[src/rtl/vliw_fetch_if.sv]
// Fetch unit bus bundle: instruction-memory request/response, hazard-unit
// controls and the decode-side bundle output.
interface vliw_fetch_if #(
    parameter int XLEN     = 32,
    parameter int BUNDLE_W = 96
) ();
    logic                imem_req_valid;
    logic                imem_req_ready;
    logic [XLEN-1:0]     imem_req_addr;
    logic                imem_rsp_valid;
    logic [BUNDLE_W-1:0] imem_rsp_bundle;
    logic                stall_in;
    logic                squash_in;
    logic [XLEN-1:0]     branch_target;
    logic                dc_valid;
    logic [BUNDLE_W-1:0] dc_bundle;
    logic [XLEN-1:0]     dc_pc;

    modport master (
        output imem_req_valid, imem_req_addr, dc_valid, dc_bundle, dc_pc,
        input  imem_req_ready, imem_rsp_valid, imem_rsp_bundle,
               stall_in, squash_in, branch_target
    );

    modport slave (
        input  imem_req_valid, imem_req_addr, dc_valid, dc_bundle, dc_pc,
        output imem_req_ready, imem_rsp_valid, imem_rsp_bundle,
               stall_in, squash_in, branch_target
    );
endinterface

[src/rtl/vliw_fetch_unit.sv]
// VLIW fetch stage: credit-limited bundle fetch, small bundle queue, squash redirect.
// Optional performance counters are enabled with `define FETCH_PERF_EN.
//
// state | meaning
// BOOT  | single idle cycle after reset, no requests
// RUN   | normal fetch; redirects are handled here
module vliw_fetch_unit #(
    parameter int              XLEN     = 32,
    parameter int              BUNDLE_W = 96,
    parameter int              QDEPTH   = 2,
    parameter logic [XLEN-1:0] RESET_PC = '0
) (
    input  logic        clk,
    input  logic        rst,
    vliw_fetch_if.master bus
`ifdef FETCH_PERF_EN
    ,
    output logic [31:0] perf_stall_cycles,
    output logic [31:0] perf_squash_count
`endif
);
    localparam int              CW      = $clog2(QDEPTH) + 1;
    localparam int              PW      = $clog2(QDEPTH);
    localparam logic [XLEN-1:0] PC_STEP = XLEN'(BUNDLE_W / 8);
    localparam logic [CW:0]     QD      = (CW + 1)'(QDEPTH);

    typedef enum logic {BOOT, RUN} state_t;

    state_t state, state_nxt;

    logic [XLEN-1:0]     fetch_pc;
    logic [CW-1:0]       q_count, inflight, drop_cnt;
    logic [PW-1:0]       q_rd, q_wr, pf_rd, pf_wr;
    logic [BUNDLE_W-1:0] q_bundle [QDEPTH];
    logic [XLEN-1:0]     q_pc     [QDEPTH];
    logic [XLEN-1:0]     pf_pc    [QDEPTH];

    logic req_valid, dc_valid_c;
    logic accept, pop, rsp, keep;

    always_ff @(posedge clk or posedge rst) begin
        if (rst) state <= BOOT;
        else     state <= state_nxt;
    end

    always_comb begin
        state_nxt  = state;
        req_valid  = 1'b0;
        dc_valid_c = (q_count != '0) && !bus.squash_in;
        case (state)
            BOOT: state_nxt = RUN;
            RUN:  req_valid = !bus.squash_in &&
                              (({1'b0, q_count} + {1'b0, inflight}) < QD);
            default: state_nxt = BOOT;
        endcase
    end

    assign accept = req_valid && bus.imem_req_ready;
    assign pop    = dc_valid_c && !bus.stall_in;
    assign rsp    = bus.imem_rsp_valid;
    // Responses owed to a squashed path, or arriving in the squash cycle, never enter the queue.
    assign keep   = rsp && !bus.squash_in && (drop_cnt == '0);

    always_ff @(posedge clk or posedge rst) begin
        if (rst) begin
            fetch_pc <= RESET_PC;
            q_count  <= '0;
            inflight <= '0;
            drop_cnt <= '0;
            q_rd     <= '0;
            q_wr     <= '0;
            pf_rd    <= '0;
            pf_wr    <= '0;
        end else begin
            inflight <= inflight + CW'(accept) - CW'(rsp);
            // The PC FIFO keeps tracking dropped responses so it stays aligned.
            if (accept) pf_wr <= pf_wr + 1'b1;
            if (rsp)    pf_rd <= pf_rd + 1'b1;
            if (bus.squash_in) begin
                fetch_pc <= bus.branch_target;
                drop_cnt <= inflight - CW'(rsp);
                q_count  <= '0;
                q_rd     <= '0;
                q_wr     <= '0;
            end else begin
                if (accept) fetch_pc <= fetch_pc + PC_STEP;
                if (rsp && drop_cnt != '0) drop_cnt <= drop_cnt - 1'b1;
                if (keep) q_wr <= q_wr + 1'b1;
                if (pop)  q_rd <= q_rd + 1'b1;
                q_count <= q_count + CW'(keep) - CW'(pop);
            end
        end
    end

    always_ff @(posedge clk) begin
        if (accept) pf_pc[pf_wr] <= fetch_pc;
        if (keep) begin
            q_bundle[q_wr] <= bus.imem_rsp_bundle;
            q_pc[q_wr]     <= pf_pc[pf_rd];
        end
    end

    assign bus.imem_req_valid = req_valid;
    assign bus.imem_req_addr  = fetch_pc;
    assign bus.dc_valid       = dc_valid_c;
    assign bus.dc_bundle      = dc_valid_c ? q_bundle[q_rd] : '0;
    assign bus.dc_pc          = dc_valid_c ? q_pc[q_rd] : '0;

`ifdef FETCH_PERF_EN
    always_ff @(posedge clk or posedge rst) begin
        if (rst) begin
            perf_stall_cycles <= '0;
            perf_squash_count <= '0;
        end else begin
            if (dc_valid_c && bus.stall_in && perf_stall_cycles != 32'hFFFF_FFFF)
                perf_stall_cycles <= perf_stall_cycles + 32'd1;
            if (bus.squash_in && perf_squash_count != 32'hFFFF_FFFF)
                perf_squash_count <= perf_squash_count + 32'd1;
        end
    end
`endif
endmodule

[src/flat_wrapper.sv]
// flat-port wrapper written by rule: the top's interface ports become plain ports
module vliw_fetch_unit_flat 
#(
    parameter int              XLEN     = 32,
    parameter int              BUNDLE_W = 96,
    parameter int              QDEPTH   = 2,
    parameter logic [XLEN-1:0] RESET_PC = '0
)
  (clk, rst, bus_imem_req_valid, bus_imem_req_addr, bus_dc_valid, bus_dc_bundle, bus_dc_pc, bus_imem_req_ready, bus_imem_rsp_valid, bus_imem_rsp_bundle, bus_stall_in, bus_squash_in, bus_branch_target);
  vliw_fetch_if #(.XLEN(XLEN), .BUNDLE_W(BUNDLE_W)) bus_i ();
  input  logic clk;
  input  logic rst;
  output wire logic [$bits(bus_i.imem_req_valid)-1:0] bus_imem_req_valid;
  output wire logic [$bits(bus_i.imem_req_addr)-1:0] bus_imem_req_addr;
  output wire logic [$bits(bus_i.dc_valid)-1:0] bus_dc_valid;
  output wire logic [$bits(bus_i.dc_bundle)-1:0] bus_dc_bundle;
  output wire logic [$bits(bus_i.dc_pc)-1:0] bus_dc_pc;
  input wire logic [$bits(bus_i.imem_req_ready)-1:0] bus_imem_req_ready;
  input wire logic [$bits(bus_i.imem_rsp_valid)-1:0] bus_imem_rsp_valid;
  input wire logic [$bits(bus_i.imem_rsp_bundle)-1:0] bus_imem_rsp_bundle;
  input wire logic [$bits(bus_i.stall_in)-1:0] bus_stall_in;
  input wire logic [$bits(bus_i.squash_in)-1:0] bus_squash_in;
  input wire logic [$bits(bus_i.branch_target)-1:0] bus_branch_target;
  assign bus_imem_req_valid = bus_i.imem_req_valid;
  assign bus_imem_req_addr = bus_i.imem_req_addr;
  assign bus_dc_valid = bus_i.dc_valid;
  assign bus_dc_bundle = bus_i.dc_bundle;
  assign bus_dc_pc = bus_i.dc_pc;
  assign bus_i.imem_req_ready = bus_imem_req_ready;
  assign bus_i.imem_rsp_valid = bus_imem_rsp_valid;
  assign bus_i.imem_rsp_bundle = bus_imem_rsp_bundle;
  assign bus_i.stall_in = bus_stall_in;
  assign bus_i.squash_in = bus_squash_in;
  assign bus_i.branch_target = bus_branch_target;
  vliw_fetch_unit #(.XLEN(XLEN), .BUNDLE_W(BUNDLE_W), .QDEPTH(QDEPTH), .RESET_PC(RESET_PC)) u_core (.clk(clk), .rst(rst), .bus(bus_i));
endmodule
[config.mk]
export PLATFORM = sky130hd
export DESIGN_NAME = vliw_fetch_unit_flat
export DESIGN_NICKNAME = d
export VERILOG_FILES = /design/src/rtl/vliw_fetch_if.sv /design/src/rtl/vliw_fetch_unit.sv /design/src/flat_wrapper.sv
export SDC_FILE = /design/constraint.sdc
export NUM_CORES = 1
export LEC_CHECK = 0
export ABC_CLOCK_PERIOD_IN_PS = 20300
export CELL_PAD_IN_SITES_DETAIL_PLACEMENT = 1
export CELL_PAD_IN_SITES_GLOBAL_PLACEMENT = 1
export CORE_AREA = 8 8 209 171
export DETAILED_ROUTE_END_ITERATION = 6
export DIE_AREA = 0 0 217 179
export GPL_TIMING_DRIVEN = 0
export PLACE_DENSITY = 0.83
export SLEW_MARGIN = 30
export SYNTH_ARGS = -nofsm -noshare
export SYNTH_HDL_FRONTEND = slang
export SYNTH_SLANG_ARGS = --single-unit
[constraint.sdc]
create_clock -name clk -period 20.3 [get_ports clk]
set_clock_uncertainty 0.15 [all_clocks]
set_input_delay 3.045 -clock clk [delete_from_list [all_inputs] [get_ports clk]]
set_output_delay 3.045 -clock clk [all_outputs]
set_load 0.05 [all_outputs]
### Yosys cells after proc, flatten, opt, wreduce, memory -nomap -nowiden

Memory sizes are Yosys's and may differ from the RTL's.
Index checks and enable logic that the tools add are counted.
W data, S select, Z words.

* memories kept: 3
* bits in writable memories: 320
* output and inout bits: 162
* bits in registers: 43
* word-level logic and storage cells: 57
* input port bits: 134

Memory list
* u_core.q_bundle: words 2, bits a word 96, read ports 1, clocked after Yosys merged registers in 0, wr ports 1, line vliw_fetch_unit.sv:34 `logic [BUNDLE_W-1:0] q_bundle [QDEPTH];`
* u_core.pf_pc: words 2, bits a word 32, read ports 1, clocked after Yosys merged registers in 0, wr ports 1, line vliw_fetch_unit.sv:36 `logic [XLEN-1:0] pf_pc [QDEPTH];`
* u_core.q_pc: words 2, bits a word 32, read ports 1, clocked after Yosys merged registers in 0, wr ports 1, line vliw_fetch_unit.sv:35 `logic [XLEN-1:0] q_pc [QDEPTH];`

* reductions and logical operators: 16
* add/sub/neg operators: 12
* mux-type cells: 16
* order comparisons: 1

Operators by type and width (number)
* $mux W32: 3
* $mux W96: 1
* $add A32 B4 Y32 const B: 1
* $reduce_bool A2 Y1: 6
* $mux W1: 9
* $logic_and A1 B1 Y1: 7
* $mux W2: 3
* $sub A2 B1 Y2: 3
* $add A1 B1 Y1 const B: 4
* $add A2 B1 Y2: 2
* $add A2 B2 Y3: 1
* $lt A3 B2 Y1 const B: 1
* $logic_not A1 Y1: 2
* $logic_not A2 Y1: 1
* $sub A2 B1 Y2 const B: 1

### Depth between registers and ports, before layout

* depth in word-level cells: 7
* gate-level depth with buffers: 10
* gate-level depth less buffers: 9

### Worst setup path after synthesis

OpenSTA, ideal clock, no wires.

* kind: input to register
* start point: in bus_squash_in
* end point: mem u_core.q_bundle[0][0] (enable)
* path buffers: 2
* required time: 19.378 ns
* library setup time: 0.772 ns
* data arrival time: 12.163 ns
* stages: 3
* slack: 7.216 ns
* cells stage by stage: buf_2 -> buf_1 -> nor3_1

* longest elaborated chain between the ends: 5

Ends and longest elaborated chain
* start: declaration: line flat_wrapper.sv:22 `input wire logic [$bits(bus_i.squash_in)-1:0] bus_squash_in;`
* $logic_not A1 Y1: line vliw_fetch_unit.sv:62 `assign keep = rsp && !bus.squash_in && (drop_cnt == '0);`
* $logic_and A1 B1 Y1 (2 in series): line vliw_fetch_unit.sv:62
* $mux W1: line vliw_fetch_unit.sv:97 `if (keep) begin`
* $mux W1 (not written as such): line vliw_fetch_unit.sv:98 `q_bundle[q_wr] <= bus.imem_rsp_bundle;`
* end: declaration: line vliw_fetch_unit.sv:34

Every way passes these cells.

### Final worst setup path

* start point: in bus_squash_in
* end point: out bus_dc_bundle[32]

* longest elaborated chain between the ends: 3

Ends and longest elaborated chain
* $logic_not A1 Y1: line vliw_fetch_unit.sv:49 `dc_valid_c = (q_count != '0) && !bus.squash_in;`
* $logic_and A1 B1 Y1: line vliw_fetch_unit.sv:49
* $mux W96: line vliw_fetch_unit.sv:106 `assign bus.dc_bundle = dc_valid_c ? q_bundle[q_rd] : '0;`
* end: declaration: line flat_wrapper.sv:16 `output wire logic [$bits(bus_i.dc_bundle)-1:0] bus_dc_bundle;`

Every way passes these cells.

==> impl_metrics.yaml <==
cts:
  ctsLongestPathBuffers: 3
  cts_tree: "built"
  root_buffer: "clkbuf_16"
  path_clk_slew_ns: 0.06
  post_cts_resized: 0
  cts_hold_buf: 0
  clkSinkCount: 363
  cts_setup_buffers: 0
  cts_made_buffers: 38
  htreeDepth: 2
  worstSkewPairLatency_ns: 0.52
power_and_ir_drop:
  p_per_area_mw_per_mm2: 113
  irDropWorstVdd_uv: 58.4
  p_total_mw: 2.19
  leakagePower_nw: 6.49
sta:
  clock.fmax_mhz: 112
  max_slew.worst_pin.slew_ns: 0.868
  slew_headroom_pct: 42.1
  fin_crit_ns: 8.93
  setup_viol: 0
  setup_tns_ns: 0
  rsz0062_at_grt: "no"
  drv_slew: 0
  finalHoldViolCount: 0
  finalCritPeriodShare_pct: 44.0
finish:
  drive_above_1_share_pct: 9.58
  diodes: 0
  areaGrowthSynthToFinish_pct: 34.4
  nFillCells: 3010
  final_cells: 1732
  final_common_cell: "edfxtp_1"
  layout_common_cells: "edfxtp_1, clkdlybuf4s50_1, nor2_1"
  nets: 1419
  final_cell_area_mm2: 0.0193
route:
  vias: 9354
  drc: 0
  drt_wl_total_mm: 42.6
  vias_per_cell: 5.40
  wl_per_cell_um: 24.6
  dr.pass1.iters: 5
  ant_nets: 0
  drt_iter0_markers: 680
grt:
  grt_use_total_pct: 21.5
  antenna_found_initial: 5
  grt_overflow_total: 0
  grt_start_max_net_pins: 44
  grt_pass1_vias: 10106
  grt_pass1_wl_mm: 63.2
floorplanning:
  fp.dieW_um: 217
  core_mm2: 0.0322
  rows: 59
  die-area_mm2: 0.0388
  ios: 296
  initial_utilization_pct: 44.7
  die_y_um: 179
synth:
  synth_ff_type: "edfxtp_1"
  yosysTopAreaCell: "edfxtp_1"
  synth_edf_count: 320
  ys_warn_count: 0
  syn_nets: 1062
  yosysUniqueCellTypes: 53
  async_flop_share_pct: 11.8
  avgSynthCellArea_um2: 15.6
  yosysSeqAreaShare_pct: 74.4
  netlist_top_cells_area: "edfxtp_1, mux2i_1, dfrtp_1, nor2_1, mux2_2"
  synth_top_area_share_pct: 66.9
  ys_ff_latch: 363
  synthCells: 921
  syn-cell-area_mm2: 0.0144
setup_path:
  crit_fanout: 10
  reg2reg_depth: 8
  cp.arrival_ns: 5.73
  startpoint_type: "primary input"
  worstPathRequired_ns: 17.11
  crit_path_end_kind: "primary output"
  rr_startpoint: "u_core.q_count[0]$_DFF_PP0_"
  cp-startpoint: "bus_squash_in"
  critPathKind: "in2out"
placed_design:
  port_buffers: 294
  gp_congestion: 0.860
  post_dp_cell_area_mm2: 0.0181
  place_hpwl_mm: 31.2
  post-place-cells: 1665
flow_run:
  cap_violations: 0
hold_path:
  hp-class: "reg2reg"
  hold_start: "u_core.bus.imem_req_addr[10]$_DFFE_PP0P_"
  whs_path_depth: 0
run_status:
  outcome: "finished, final reports clean"
==> per-stage QoR <==
step	setup WS [ns]	util, %	hold WS [ns]
after detailed placement	11.30	56.3	0.394
after global placement	1.57	55.5	0.326
after floorplan	7.22	-	0.310
after global routing	11.21	60.0	0.417
final	11.37	60.0	0.406
after CTS	11.30	60.0	0.406
==> cell usage after synthesis, types with 2 or more instances <==
master	count
a21o_1	3
a21oi_1	9
a221o_1	5
a31oi_1	4
and2_1	3
and3_1	7
buf_1	5
buf_2	3
clkbuf_1	37
dfrtp_1	43
edfxtp_1	320
ha_1	6
inv_1	15
mux2_2	35
mux2i_1	130
nand2_1	37
nand3_1	19
nand4_1	11
nor2_1	148
nor3_1	5
nor3b_1	2
nor4_1	3
o211ai_1	7
o21ai_0	21
o311ai_0	7
or4_1	3
xnor2_1	3
xor2_1	5
==> cell families after synthesis <==
group	share of synthesized area, %
adders and majority gates	0.662
buffers and inverters	1.65
xor gates and xnor gates	0.488
muxes	11.8
AOI/OAI and AO/OA	3.22
DFF	74.4
and+or+nand+nor	7.80
other	0.0261
==> per-layer routing <==
layer	routed length, um	part of all wire, %	vias to the layer above	global-route usage, %
li1	-	-	4164	-
met1	17300	41	4735	26.4
met2	21000	49	376	37.2
met3	3560	8.3	69	6.83
met4	674	1.6	10	4.33
met5	59	0.14	-	0
==> where the power goes <==
group          leakage, nW  switching [mW]  total, mW  internal [mW]
clock network        0.576           0.274      0.667          0.392
logic                 2.49           0.372      0.580          0.207
registers             3.42          0.0426      0.943          0.900
==> worst max-delay path: stages <==
cell and delay (ns):
buf_2 0.21, inv_1 0.16, o21ai_1 0.26, clkbuf_1 0.66, clkbuf_1 0.46, nor2_1 0.14, clkdlybuf4s50_1 0.78
==> area by class of cell <==
cell class	instances	area [um2]	area share (%)
Clock buffer	52	1070	5.53
Inverter	16	62.6	0.324
Buffer	46	178	0.920
Clock inverter	15	118	0.609
Tap cell	427	534	2.77
Timing Repair Buffer	317	3200	16.6
Sequential cell	363	10700	55.3
Multi-Input combinational cell	496	3460	17.9
==> final timing paths <==
kind	endpoint	slack, ns
max in group asynchronous	u_core.bus.imem_req_addr[21]$_DFFE_PP0P_	16.79
min in group asynchronous	u_core.bus.imem_req_addr[3]$_DFFE_PP0P_	2.81
setup reg to reg	u_core.pf_pc[0][27]$_DFFE_PP_	16.97
hold reg to reg	u_core.pf_pc[1][10]$_DFFE_PP_	0.41
setup / recovery	bus_dc_bundle[32]	11.37
hold / removal	u_core.pf_pc[1][10]$_DFFE_PP_	0.41
==> flip-flops by register name, summed over array words and instances (netlist names) <==
register,count
u_core.bus.imem_req_addr,32
u_core.drop_cnt,2
u_core.inflight,2
u_core.pf_pc,64
u_core.pf_rd,1
u_core.pf_wr,1
u_core.q_bundle,192
u_core.q_count,2
u_core.q_pc,64
u_core.q_rd,1
u_core.q_wr,1
u_core.state,1
(Power assumes the default switching activity.)
